<file path="src/rtl/if_fetch_unit.sv">
// Instruction fetch unit: single-outstanding 16-bit fetch with redirect draining and stall hold.
// Optional FETCH_STATS_EN macro enables the accepted-instruction counter on fetch_count.
module if_fetch_unit #(
    parameter logic [15:0] RESET_PC = 16'h0000
) (
    input  logic        clk,
    input  logic        rst,
    input  logic        stall,
    input  logic        redirect,
    input  logic [15:0] redirect_pc,
    output logic        imem_req,
    output logic [15:0] imem_addr,
    input  logic        imem_ready,
    input  logic [15:0] imem_rdata,
    output logic [15:0] instruction,
    output logic [15:0] pc_plus_2,
    output logic        valid,
    output logic [15:0] fetch_count
);

    typedef enum logic [1:0] {IDLE, REQ, DRAIN, HOLD} state_t;

    localparam logic [15:0] RESET_PC_ALIGNED = {RESET_PC[15:1], 1'b0};

    state_t      state, state_nxt;
    logic [15:0] pc, pc_nxt;
    logic [15:0] pend, pend_nxt;
    logic [15:0] instr_nxt, pp2_nxt;
    logic [15:0] redir_tgt;

    assign redir_tgt = {redirect_pc[15:1], 1'b0};

    always_ff @(posedge clk or posedge rst) begin
        if (rst) begin
            state <= IDLE;
        end else begin
            state <= state_nxt;
        end
    end

    always_ff @(posedge clk or posedge rst) begin
        if (rst) begin
            pc          <= RESET_PC_ALIGNED;
            pend        <= '0;
            instruction <= '0;
            pc_plus_2   <= '0;
        end else begin
            pc          <= pc_nxt;
            pend        <= pend_nxt;
            instruction <= instr_nxt;
            pc_plus_2   <= pp2_nxt;
        end
    end

    always_comb begin
        state_nxt = state;
        pc_nxt    = pc;
        pend_nxt  = pend;
        instr_nxt = instruction;
        pp2_nxt   = pc_plus_2;
        case (state)
            IDLE: state_nxt = REQ;
            REQ: begin
                if (imem_ready && redirect) begin
                    pc_nxt = redir_tgt;
                end else if (imem_ready) begin
                    instr_nxt = imem_rdata;
                    pp2_nxt   = pc + 16'd2;
                    state_nxt = HOLD;
                end else if (redirect) begin
                    // Address must stay stable until the outstanding beat returns.
                    pend_nxt  = redir_tgt;
                    state_nxt = DRAIN;
                end
            end
            DRAIN: begin
                if (redirect) begin
                    pend_nxt = redir_tgt;
                end
                if (imem_ready) begin
                    pc_nxt    = redirect ? redir_tgt : pend;
                    state_nxt = REQ;
                end
            end
            HOLD: begin
                if (redirect) begin
                    pc_nxt    = redir_tgt;
                    state_nxt = REQ;
                end else if (!stall) begin
                    pc_nxt    = pc + 16'd2;
                    state_nxt = REQ;
                end
            end
            default: state_nxt = IDLE;
        endcase
    end

    assign imem_req  = (state == REQ) || (state == DRAIN);
    assign valid     = (state == HOLD);
    assign imem_addr = pc;

`ifdef FETCH_STATS_EN
    logic        accept;
    logic [15:0] count_q;

    assign accept = (state == HOLD) && !redirect && !stall;

    always_ff @(posedge clk or posedge rst) begin
        if (rst) begin
            count_q <= '0;
        end else if (accept) begin
            count_q <= count_q + 16'd1;
        end
    end

    assign fetch_count = count_q;
`else
    assign fetch_count = '0;
`endif

endmodule

</file>
<file path="config.mk">
export PLATFORM = sky130hd
export DESIGN_NAME = if_fetch_unit
export DESIGN_NICKNAME = d
export VERILOG_FILES = /design/src/rtl/if_fetch_unit.sv
export SDC_FILE = /design/constraint.sdc
export NUM_CORES = 1
export LEC_CHECK = 0
export CORE_AREA = 2 2 96 98
export DETAILED_ROUTE_END_ITERATION = 16
export DIE_AREA = 0 0 98 100
export GPL_TIMING_DRIVEN = 0
export MAX_ROUTING_LAYER = met4
export PLACE_DENSITY = 0.71
export SYNTH_ARGS = -nofsm -noshare
export SYNTH_HDL_FRONTEND = slang
export SYNTH_SLANG_ARGS = --single-unit
</file>
<file path="constraint.sdc">
create_clock -name clk -period 2.2 [get_ports clk]
set_clock_uncertainty 0.15 [all_clocks]
set_input_delay 0.44 -clock clk [delete_from_list [all_inputs] [get_ports clk]]
set_output_delay 0.44 -clock clk [all_outputs]
set_load 0.005 [all_outputs]
</file>
**Word-level counts from Yosys, hierarchy flattened**

Cells that the tools add are included.
Widths: inputs -> output; s select.

- Muxes and demuxes: 16
- Reductions and logical operators: 9
- Equality and inequality tests: 9
- Add/sub/neg operators: 1
- Bitwise gates (word level): 1

Operators with widths:

| cell | number |
|---|---|
| $mux 16 | 7 |
| $pmux 16 s3 | 1 |
| $pmux 16 s2 | 1 |
| $add 16x2->16 const B | 1 |
| $mux 2 | 6 |
| $ne 2x2->1 const B | 4 |
| $pmux 2 s4 | 1 |
| $reduce_and 4->1 | 2 |
| $ne 3x3->1 const B | 2 |
| $reduce_and 3->1 | 2 |
| $eq 2x2->1 const B | 2 |
| $reduce_bool 3->1 | 1 |
| $eq 2x1->1 const B | 1 |
| $logic_not 2->1 | 1 |
| $reduce_bool 2->1 | 1 |
| $logic_and 1x1->1 | 1 |
| $logic_or 1x1->1 | 1 |
| $not 1->1 | 1 |

- Word-level logic and storage cells: 41
- Input bits: 37
- Register bits after elaboration: 66

**Depth between registers and ports, before layout**

Gate-level depths: netlist of the first run.

- Word-level depth: 4
- Depth in mapped cells: 7

**Worst setup path before layout of the first run**

No wires, ideal clock.

- Path type: flip-flop to flip-flop
- Start: register state[0]
- End: register pc[3] (netlist: imem_addr[3])
- Setup slack: 250 ps
- Clock period less this slack: 1950 ps
- Cell stages (with the launch flop): 7
- Buffers on the path: 0
- Required time: 1922 ps
- Data arrival time: 1672 ps
- Cell sequence: dfrtp_1 > inv_1 > ha_1 > or3_1 > o21ai_4 > nand2_4 > mux2_1

- Longest elaborated chain between the ends: 3

Ends and longest elaborated chain:

| item | line | source |
|---|---|---|
| start, declared | 25 | `state_t state, state_nxt;` |
| start signal, assigned | 37 | `state <= state_nxt;` |
| $eq 2x2->1 / $eq 2x1->1 (equally long branches) | 61 | `case (state)` |
| $ne 3x3->1 (no line), or another cell as far along | n/a |  |
| $reduce_and 4->1 (no line) | n/a |  |
| end signal, assigned | 48 | `pc <= pc_nxt;` |
| end, declared | 26 | `logic [15:0] pc, pc_nxt;` |

Parallel ways exist; a longest one is shown, timed or not.
A chain may end at the register's enable or synchronous reset.

**Worst setup path in the final report of the first run**

- Start: register state[0]
- End: output port valid

- Longest elaborated chain between the ends: 1

Ends and longest elaborated chain:

| item | line | source |
|---|---|---|
| $eq 2x2->1 | 99 | `assign valid = (state == HOLD);` |
| end, declared | 17 | `output logic valid,` |

Every way passes these cells.

==> results of run 1 <==
state kept, by name (all words and copies together) (netlist names):
name,flops
pc_plus_2,16
pend,16
state,2
instruction,16
imem_addr,16
placed cells by master (no fill, tap or decap), drive strengths merged, types with 3 or more instances in the layout:
cell type      instances
a222oi                 7
a22oi                  7
buf                   24
clkbuf                20
clkdlybuf4s50         85
conb                  16
dfrtp                 66
ha                     5
inv                   10
mux2                  37
nand2                 27
nand3                  7
nor2                  12
nor2b                  4
nor3                   5
nor4                   3
o211ai                 6
o21ai                 22
o22ai                  4
o2bb2ai                6
xnor2                  9
xor2                   4
kinds of logic after synthesis:
family | after synthesis | share of synthesized area, %
buf+inv | 39 | 6.354
mux | 38 | 12.60
xor+xnor | 13 | 3.362
other cells | 1 | 0.1107
fa+ha+maj | 5 | 1.847
compound gates | 70 | 15.15
flops | 66 | 48.76
simple gates | 68 | 11.82
timing repair:
item / in CTS / in global routing
pin swaps: 0 / 1
resized for setup: 5 / 10
endpoints found under the setup margin: 24 / 25
buffers inserted: 1 / 1
path summary, 6_finish.rpt:
path / startpoint / endpoint / slack (ps) / cells past startpoint
worst max-delay path: state[0] / valid / 10 / 2
worst min-delay path: pc_plus_2[1] / pc_plus_2[1] / 340 / 2
worst max register to register: state[1] / pend[5] / 80 / 7
worst min register to register: pc_plus_2[1] / pc_plus_2[1] / 340 / 2
max in group asynchronous: rst / pend[4] / 830 / 3
min in group asynchronous: rst / pc_plus_2[14] / 450 / 2
synthesized netlist by cell type, types with 3 or more instances:
cell / instances
o22ai_1: 4
dfrtp_1: 66
a222oi_1: 7
nor2b_1: 4
xor2_1: 4
buf_2: 7
nand3_1: 5
nor3_2: 3
mux2_1: 25
nand2_1: 26
a22oi_1: 7
xnor2_1: 9
ha_1: 5
o2bb2ai_1: 6
nor2_1: 12
mux2_2: 12
o211ai_1: 6
buf_4: 16
clkbuf_1: 5
o21ai_0: 8
inv_1: 10
o21ai_1: 13
power by group:
group	internal, W	leakage [nW]	switching, W	total [W]
sequential	0.00180	0.801	0.000502	0.00230
clock	0.000522	0.101	0.000441	0.000963
combinational	0.00171	1.09	0.00131	0.00302
layer usage:
layer	vias up	wire length [um]	track usage, %
li1	1290	-	-
met4	0	120	6.624
met3	13	575	4.318
met5	-	0	-
met1	1322	3699	22.75
met2	109	3936	28.71
cell type report:
cell class | instances | share of cell area [%]
plain buffers | 28 | 3.949
clock buffers | 13 | 3.815
clock inverters | 2 | 0.2134
inverters | 11 | 0.9605
multi-input cells | 210 | 33.99
flip-flops and latches | 66 | 35.22
well taps | 111 | 2.962
repair buffers | 88 | 18.89
metrics by stage:
step	worst slack, ps	setup TNS [ps]	power [W]	area (um^2)	utilization (%)
after floorplan	250.1	0	0.003841	3447	-
after global routing	-59.16	-192.6	0.006744	4690	52.75
final	10.01	0	0.006283	4690	52.75
after CTS	-22.42	-33.26	0.006300	4664	52.47
after global placement	-391.4	-9754	0.005170	4437	49.91
after detailed placement	-407.3	-11160	0.005290	4457	50.13
worst reg2reg max path, stage by stage, from the launching register on:
cell and delay, ps:
dfrtp_1 410, inv_1 120, ha_1 260, inv_1 90
mux2i_1 130, nand2_2 210, clkbuf_4 280, mux2_1 340
==> summary.md, run 1 <==
| Metric | Value |
|---|---|
| Nets | `456` |
| Cell taking the most area after synthesis | `dfrtp_1` |
| Number of vias in the routed layout | `2,734` |
| Cell chain of the critical path | `ha_2, clkdlybuf4s50_1` |
| Placed Cells incl. Taps | `512` |
| Clock Pin Slew Worst Setup and Hold Paths | `70 ps` |
| Area of the die | `about 9800 um^2` |
| Setup Viol. Count Final | `0` |
| Total global routing overflow | `0` |
| Initial core utilization | `38.10%` |
| Number of antenna violations at the first check in global routing | `0` |
| Antenna-violating nets left | `0` |
| Root cell of the clock tree | `clkbuf_8` |
| Average cell area after synthesis | `11.29 um^2` |
| Storage element area | `1652 um^2` |
| #FFs+latches synth | `66` |
| Part of the Yosys area used for sequential elements | `48.76%` |
| Hold crit path type | `flop to flop` |
| Total wire length | `roughly 8300 um` |
| Maximum number of buffers from clock root to sink | `2` |
| Worst skew pair latency | `around 340 ps` |
| Slowest cell delay on critical path | `540 ps` |
| Critical path's slowest cell | `clkdlybuf4s50_1` |
| Post-synth EDFFs | `0` |
| Result of the run | `finished, final reports clean` |
| Data arrival time of the critical path | `approximately 1600 ps` |
| Multi-input combinational cell area | `1594 um^2` |
| Worst-path fanout max | `9` |
| Unrepaired setup endpoints after global routing | `true` |
| Slew Limit Headroom | `44.26%` |
| Buffers plus inverters on the worst setup path | `1` |
| Global-route usage over all layers | `18.10%` |
| Cell area after technology mapping | `3387 um^2` |
| Critical Path End Type | `output port` |
| Required time reported for the critical path endpoint | `1610 ps` |
| Final-report hold violation count | `0` |
| Number of buffers added by the clock tree synthesis step | `9` |
| Final HPWL from detailed placement | `6194 um` |
| Number of sinks driven by the clock tree | `66` |
| Critical path class | `flop to output port` |
| IO Count | `103` |
| Share of the cycle needed by the critical path after routing | `99.54%` |
| DRC violation count after routing | `0` |
| Number of global-route vias before repair | `roughly 2,800` |
| Yosys warnings | `0` |
| CTS tree | `done` |
| Hold-fix buffers, CTS | `0` |
| Per-cell via count in the routed design | `between 5 and 6` |
| Die Span Y | `100 um` |
| First-pass detailed-route iteration total | `5` |
| Total number of H-tree levels | `3` |
| Fill cells | `794` |
| Category of cells accounting for the largest share of critical-path delay | `buffers and inverters` |
| Worst supply voltage drop on vdd | `452.2 uV` |
| Synthesized netlist cell count | `300` |
| Global-route wire length before repair | `13,780 um` |
| Largest net degree at the start of global routing | `38` |
| Layout Area Growth over Synthesis | `38.46%` |
| Global placer's final weighted congestion | `0.8713` |
| Die extent in x | `98 um` |
| Placeable Area | `8890 um^2` |
| Area share of the largest cell type after synthesis | `48.76%` |
| Port-buffer cells | `85` |
| Count of antenna diodes in the layout | `0` |
| Pin slew with the least headroom to its limit | `about 830 ps` |
| Min cycle time layout | `2190 ps` |
| Top post-synthesis cells by area | `dfrtp_1 (49%), mux2_1 (8.3%), mux2_2 (4.0%)` |
| Worst hold margin | `335.3 ps` |
| Number of max-capacitance violations reported | `0` |
| Routed len/inst | `15.75 um` |
| Power per standard cell area | `1340 nW/um^2` |
| Iter 0 DRT Violations | `156` |
| Final std cells w/o fill | `529` |
| Top flip-flop cell by instance count after synthesis | `dfrtp_1` |
| Fraction of final layout cells sized beyond drive strength 1 | `around a fifth` |
| Startpoint types | `flop` |
| Post-synth cell types | `52` |
| Max Clock Freq | `between 400 and 500 MHz` |
| Pins Over Slew Limit | `0` |
| LEAKAGE | `1.992 nW` |
| Site row count | `35` |
| Asr flop ratio synth | `100.0%` |
Note: power is estimated with default switching activity, not from simulation.
==> run 2, diff against run 1 <==
==> constraint.sdc (replaced) <==
create_clock -name clk -period 2.2 [get_ports clk]
set_clock_uncertainty 0.15 [all_clocks]
set_input_delay 0.66 -clock clk [delete_from_list [all_inputs] [get_ports clk]]
set_output_delay 0.66 -clock clk [all_outputs]
set_load 0.005 [all_outputs]
==> summary.md, run 2 (synthesized netlist as in run 1, its figures left out) <==
| Metric | Value |
|---|---|
| Share of total power in combinational logic | `50.0% (was 48.1%)` |
| Placement-stage cell area | `4457 um^2 (unchanged)` |
| Routed wl met2 | `4089 um (was 3936 um)` |
| Relative contribution of sequential cells to total power | `35.3% (was 36.6%)` |
| Port-buffer cells | `85 (unchanged)` |
| Placed Cells incl. Taps | `512 (unchanged)` |
| Global placer's final weighted congestion | `0.8713 (unchanged)` |
| Die Span Y | `100 um (unchanged)` |
| Site row count | `35 (unchanged)` |
| Metal3 WL | `493 um (was 575 um)` |
| DRC violation count after routing | `0 (unchanged)` |
| Power per standard cell area | `1348 nW/um^2 (was 1340 nW/um^2)` |
| Final HPWL from detailed placement | `6194 um (unchanged)` |
| Root cell of the clock tree | `clkbuf_8 (unchanged)` |
| Result of the run | `finished, final reports clean (unchanged)` |
| Internal Power | `0.004187 W (was 0.004027 W)` |
| Commonest cells after routing, fill and taps aside | `clkdlybuf4s50_1 (81), dfrtp_1 (57), buf_4 (26), mux2_1 (25), nand2_1 (23) (was clkdlybuf4s50_1 (85), dfrtp_1 (66), mux2_1 (25), nand2_1 (24), buf_4 (18))` |
| Category of cells accounting for the largest share of critical-path delay | `buffers and inverters (unchanged)` |
| Global-route wire length before repair | `14,150 um (was 13,780 um)` |
| Per-cell via count in the routed design | `5.123 (was 5.168)` |
| Cell chain of the critical path | `clkdlybuf4s50_1 (was ha_2, clkdlybuf4s50_1)` |
| Number of antenna violations at the first check in global routing | `0 (unchanged)` |
| Hold-fix buffers, CTS | `0 (unchanged)` |
| Maximum number of buffers from clock root to sink | `2 (unchanged)` |
| Layout Cell Area excl Fill | `4843 um^2 (was 4690 um^2)` |
| Layout Area Growth over Synthesis | `43.00% (was 38.46%)` |
| Number of sinks driven by the clock tree | `66 (unchanged)` |
| Antenna-violating nets left | `0 (unchanged)` |
| Number of buffers added by the clock tree synthesis step | `9 (unchanged)` |
| Uppermost routed layer | `met4 (unchanged)` |
| Psw | `0.002342 W (was 0.002256 W)` |
| IO Count | `103 (unchanged)` |
| Final-report hold violation count | `0 (unchanged)` |
| Total global routing overflow | `0 (unchanged)` |
| Switching portion of total power | `35.87% (was 35.90%)` |
| Worst-path fanout max | `8 (was 9)` |
| CTS tree | `done (unchanged)` |
| Multi-input combinational cell area | `1653 um^2 (was 1594 um^2)` |
| Number of global-route vias before repair | `2,802 (was 2,758)` |
| Initial core utilization | `38.10% (unchanged)` |
| Slew Limit Headroom | `44.07% (was 44.26%)` |
| Iter 0 DRT Violations | `195 (was 156)` |
| Area of the die | `9800 um^2 (unchanged)` |
| Critical Path End Type | `output port (unchanged)` |
| Worst supply voltage drop on vdd | `477.8 uV (was 452.2 uV)` |
| Total number of H-tree levels | `3 (unchanged)` |
| Fill cells | `784 (was 794)` |
| Largest net degree at the start of global routing | `38 (unchanged)` |
| Routed len/inst | `16.03 um (was 15.75 um)` |
| DP Worst Slack | `-627.3 ps (was -407.3 ps)` |
| Fin worst setup slack | `50.08 ps (was 10.01 ps)` |
| Clock Pin Slew Worst Setup and Hold Paths | `70 ps (about the same)` |
| Number of max-capacitance violations reported | `0 (unchanged)` |
| Hold crit path type | `flop to flop (unchanged)` |
| Min cycle time layout | `2150 ps (was 2190 ps)` |
| Nets | `464 (was 456)` |
| First-pass detailed-route iteration total | `4 (was 5)` |
| Placeable Area | `8890 um^2 (unchanged)` |
| Most common library cell in the layout ignoring fill and taps | `clkdlybuf4s50_1 (unchanged)` |
| Required time reported for the critical path endpoint | `1390 ps (was 1610 ps)` |
| Fraction of final layout cells sized beyond drive strength 1 | `24.65% (was 18.66%)` |
| Pins Over Slew Limit | `0 (unchanged)` |
| Global-route usage over all layers | `18.63% (was 18.10%)` |
| Final std cells w/o fill | `537 (was 529)` |
| Total wire length | `8607 um (was 8332 um)` |
| Wire length on met1 | `3905 um (was 3699 um)` |
| Share of the cycle needed by the critical path after routing | `97.72% (was 99.54%)` |
| Startpoint types | `flop (unchanged)` |
| Number of vias in the routed layout | `2,751 (was 2,734)` |
| Setup Viol. Count Final | `0 (unchanged)` |
| Part of the power in the clock network | `14.7% (was 15.3%)` |
| Slowest cell delay on critical path | `530 ps (was 540 ps)` |
| Buffers plus inverters on the worst setup path | `1 (unchanged)` |
| Max Clock Freq | `465.1 MHz (was 456.6 MHz)` |
| Critical path class | `flop to output port (unchanged)` |
| LEAKAGE | `2.065 nW (was 1.992 nW)` |
| Critical path's slowest cell | `clkdlybuf4s50_1 (unchanged)` |
| Storage element area | `1663 um^2 (was 1652 um^2)` |
| Die extent in x | `98 um (unchanged)` |
| Post-layout power | `0.006529 W (was 0.006283 W)` |
| Pin slew with the least headroom to its limit | `837.2 ps (was 834.4 ps)` |
| Data arrival time of the critical path | `1340 ps (was 1600 ps)` |
| Count of antenna diodes in the layout | `0 (unchanged)` |
| Worst skew pair latency | `340 ps (about the same)` |
==> run 2: cell types whose count changed in the layout (fill, tap and decap cells not counted), sizes merged <==
cell	change
buf	+9
dlygate4sd2	+2
clkdlybuf4s50	-4
clkbuf	-1
dlymetal6s2s	+2
==> run 2: power by group through the flow <==
stage,logic [W],registers [W],clock network [W]
after floorplan,0.00159,0.00225,0
final,0.00327,0.00230,0.000962
after detailed placement,0.00297,0.00232,0
after CTS,0.00312,0.00231,0.000992
after global placement,0.00289,0.00228,0
after global routing,0.00357,0.00240,0.00104
==> run 2: final timing paths <==
check	from	to	slack (ps)	cells after the start
worst max-delay path	imem_addr[3]	imem_addr[3]	50	1
worst min-delay path	pc_plus_2[1]	pc_plus_2[1]	330	2
worst max register to register	state[1]	imem_addr[9]	130	7
worst min register to register	pc_plus_2[1]	pc_plus_2[1]	330	2
max in group asynchronous	rst	imem_addr[4]	600	3
min in group asynchronous	rst	pc_plus_2[14]	670	2
==> run 2: stage by stage <==
| step | util (%) | hold slack, ps | TNS [ps] |
|---|---|---|---|
| 2_1_floorplan | - | 303.4 | 0 |
| 3_3_place_gp | 49.91 | 312.3 | -34620 |
| 3_5_place_dp | 50.13 | 322.2 | -24520 |
| 4_1_cts | 53.43 | 338.3 | 0 |
| 5_1_grt | 54.48 | 361.2 | -26.04 |
| 6_report | 54.48 | 332.3 | 0 |
==> run 2: layout make-up <==
| class | instances | area share (%) |
|---|---|---|
| multi-input cells | 210 | 34.13 |
| inverters | 11 | 0.9300 |
| repair buffers | 96 | 19.58 |
| flip-flops and latches | 66 | 34.33 |
| plain buffers | 28 | 4.262 |
| clock buffers | 13 | 3.694 |
| well taps | 111 | 2.867 |
| clock inverters | 2 | 0.2067 |
==> run 2: repair_timing <==
action                     CTS  global route
gates resized for setup     27            18
pin swaps                    0             4
setup endpoints to repair   45            47
setup buffers                5             5
cloned                       0             0
==> run 2: metal layers <==
metal | vias up | track usage (%)
li1 | 1313 | -
met1 | 1346 | 23.61
met2 | 83 | 29.77
met3 | 9 | 4.178
met4 | 0 | 6.303
met5 | - | -
==> run 3, diff against run 2 <==
Settings changed: DONT_BUFFER_PORTS from default to 1, GPL_TIMING_DRIVEN 0 to default, PLACE_DENSITY 0.71 to default.
==> summary.md, run 3 (synthesized netlist as in run 1, its figures left out) <==
| Metric | Value |
|---|---|
| Global-route wire length before repair | `12,370 um (was 14,150 um)` |
| Global-route usage over all layers | `16.57% (was 18.63%)` |
| Number of sinks driven by the clock tree | `66 (unchanged)` |
| Worst-path fanout max | `6 (was 8)` |
| DRC violation count after routing | `0 (unchanged)` |
| Site row count | `35 (unchanged)` |
| End of the worst register-to-register path | `imem_addr[3] (was imem_addr[9])` |
| Unrepaired setup endpoints after global routing | `false` |
| Global placer's final weighted congestion | `0.8105 (was 0.8713)` |
| Startpoint types | `flop (unchanged)` |
| Largest net degree at the start of global routing | `67 (was 38)` |
| Number of max-capacitance violations reported | `0 (unchanged)` |
| Per-cell via count in the routed design | `5.480 (was 5.123)` |
| Most common library cell in the layout ignoring fill and taps | `dfrtp_1 (was clkdlybuf4s50_1)` |
| Pins Over Slew Limit | `0 (unchanged)` |
| Worst hold margin | `117.7 ps (was 332.3 ps)` |
| Number of global-route vias before repair | `2,341 (was 2,802)` |
| Share of the cycle needed by the critical path after routing | `95.02% (was 97.72%)` |
| Routed len/inst | `17.68 um (was 16.03 um)` |
| Iter 0 DRT Violations | `158 (was 195)` |
| Number of buffers added by the clock tree synthesis step | `9 (unchanged)` |
| Max Clock Freq | `478.4 MHz (was 465.1 MHz)` |
| Commonest cells after routing, fill and taps aside | `dfrtp_1 (66), nand2_1 (25), mux2_1 (25), buf_4 (19), conb_1 (16) (was clkdlybuf4s50_1 (81), dfrtp_1 (57), buf_4 (26), mux2_1 (25), nand2_1 (23))` |
| IO Count | `103 (unchanged)` |
| Clock Pin Slew Worst Setup and Hold Paths | `80 ps (was 70 ps)` |
| Hold crit path type | `primary input to async pin (was flop to flop)` |
| Pin slew with the least headroom to its limit | `534.4 ps (was 837.2 ps)` |
| Initial core utilization | `38.10% (unchanged)` |
| Worst Reg-to-Reg Cells | `6 (was 7)` |
| Required time reported for the critical path endpoint | `2270 ps (was 1390 ps)` |
| Reg-to-reg setup timing slack | `110 ps (was 130 ps)` |
| Capturing instance or port of the critical path | `imem_addr[3] (unchanged)` |
| Power per standard cell area | `1485 nW/um^2 (was 1348 nW/um^2)` |
| LEAKAGE | `1.630 nW (was 2.065 nW)` |
| Placeable Area | `8890 um^2 (unchanged)` |
| Number of antenna violations at the first check in global routing | `0 (unchanged)` |
| Sum Neg Setup Slack | `0 ps (unchanged)` |
| Result of the run | `finished, final reports clean (unchanged)` |
| Fraction of final layout cells sized beyond drive strength 1 | `21.91% (was 24.65%)` |
| Maximum number of buffers from clock root to sink | `2 (unchanged)` |
| Die extent in x | `98 um (unchanged)` |
| Total wire length | `7691 um (was 8607 um)` |
| Hold-fix buffers, CTS | `0 (unchanged)` |
| Critical Path End Type | `flop (was output port)` |
| Total number of H-tree levels | `3 (unchanged)` |
| Number of vias in the routed layout | `2,384 (was 2,751)` |
| Antenna-violating nets left | `0 (unchanged)` |
| Critical path class | `flop to flop (was flop to output port)` |
| Timing startpoint of the critical path | `state[0] (was imem_addr[3])` |
| CTS tree | `done (unchanged)` |
| Port-buffer cells | `0 (was 85)` |
| Count of antenna diodes in the layout | `0 (unchanged)` |
| Final-report hold violation count | `0 (unchanged)` |
| Min cycle time layout | `2090 ps (was 2150 ps)` |
| First-pass detailed-route iteration total | `5 (was 4)` |
| Data arrival time of the critical path | `2160 ps (was 1340 ps)` |
| Total global routing overflow | `0 (unchanged)` |
| Reg2reg start | `state[0] (was state[1])` |
| Slew Limit Headroom | `64.22% (was 44.07%)` |
| Nets | `361 (was 464)` |
| Area of the die | `9800 um^2 (unchanged)` |
| Die Span Y | `100 um (unchanged)` |
| Layout Area Growth over Synthesis | `12.67% (was 43.00%)` |
| Worst supply voltage drop on vdd | `441.0 uV (was 477.8 uV)` |
| Final HPWL from detailed placement | `5537 um (was 6194 um)` |
| Root cell of the clock tree | `clkbuf_8 (unchanged)` |
| Setup Viol. Count Final | `0 (unchanged)` |
| Worst skew pair latency | `340 ps (about the same)` |
==> run 3: worst max-delay path, stage by stage (launching register included) <==
cell     delay (ps)
dfrtp_1         380
buf_4           140
ha_1            260
or3_1           470
o21ai_4         140
nand2_4         110
mux2_1          320
==> run 3: per-layer routing <==
| metal | share of wire (%) | GRT usage, % | wire length [um] |
|---|---|---|---|
| met1 | 43 | 20.73 | 3331 |
| met2 | 48 | 25.92 | 3724 |
| met3 | 6.7 | 3.969 | 514 |
| met4 | 1.6 | 7.051 | 120 |
| met5 | 0 | - | 0 |
==> run 3: power breakdown <==
group          leakage [nW]  internal (W)  switching (W)
logic                 0.724       0.00112        0.00119
registers             0.801       0.00180       0.000517
clock network         0.105      0.000579       0.000462
total                  1.63       0.00350        0.00217
==> run 3: cell type report <==
class	instances	area, um^2
multi-input combinational	210	1594
fill	836	5074
clock buffer	11	151.4
tap	111	138.9
inverter	11	45.04
sequential	66	1652
clock inverter	5	52.55
timing repair buffer	21	182.7
==> run 3: how the worst min path moves through the flow <==
| stage | end | slack [ps] | cells after the start |
|---|---|---|---|
| final | pend[10] | 120 | 2 |
| after global routing | pend[10] | 150 | 2 |
| after CTS | pend[10] | 130 | 2 |
| after detailed placement | pend[0] | 320 | 1 |
| after global placement | pend[0] | 320 | 1 |
| after floorplan | pend[0] | 300 | 1 |
==> run 3: per-stage QoR <==
stage | utilization (%) | std cells | power (W) | instance area, um^2 | worst slack, ps
4_1_cts | 42.49 | 433 | 0.005626 | 3777 | 19.33
5_1_grt | 42.93 | 435 | 0.006090 | 3816 | 24.46
6_report | 42.93 | 435 | 0.005666 | 3816 | 109.6
2_1_floorplan | - | 315 | 0.003841 | 3447 | 250.1
3_5_place_dp | 40.15 | 417 | 0.004560 | 3570 | 18.71
3_3_place_gp | 40.15 | 417 | 0.004475 | 3570 | 49.53
==> run 3: repair_timing <==
item / in CTS / in global routing
cloned: 0 / 0
buffers inserted: 0 / 2
setup endpoints to repair: 1 / 13
resized for setup: 1 / 4
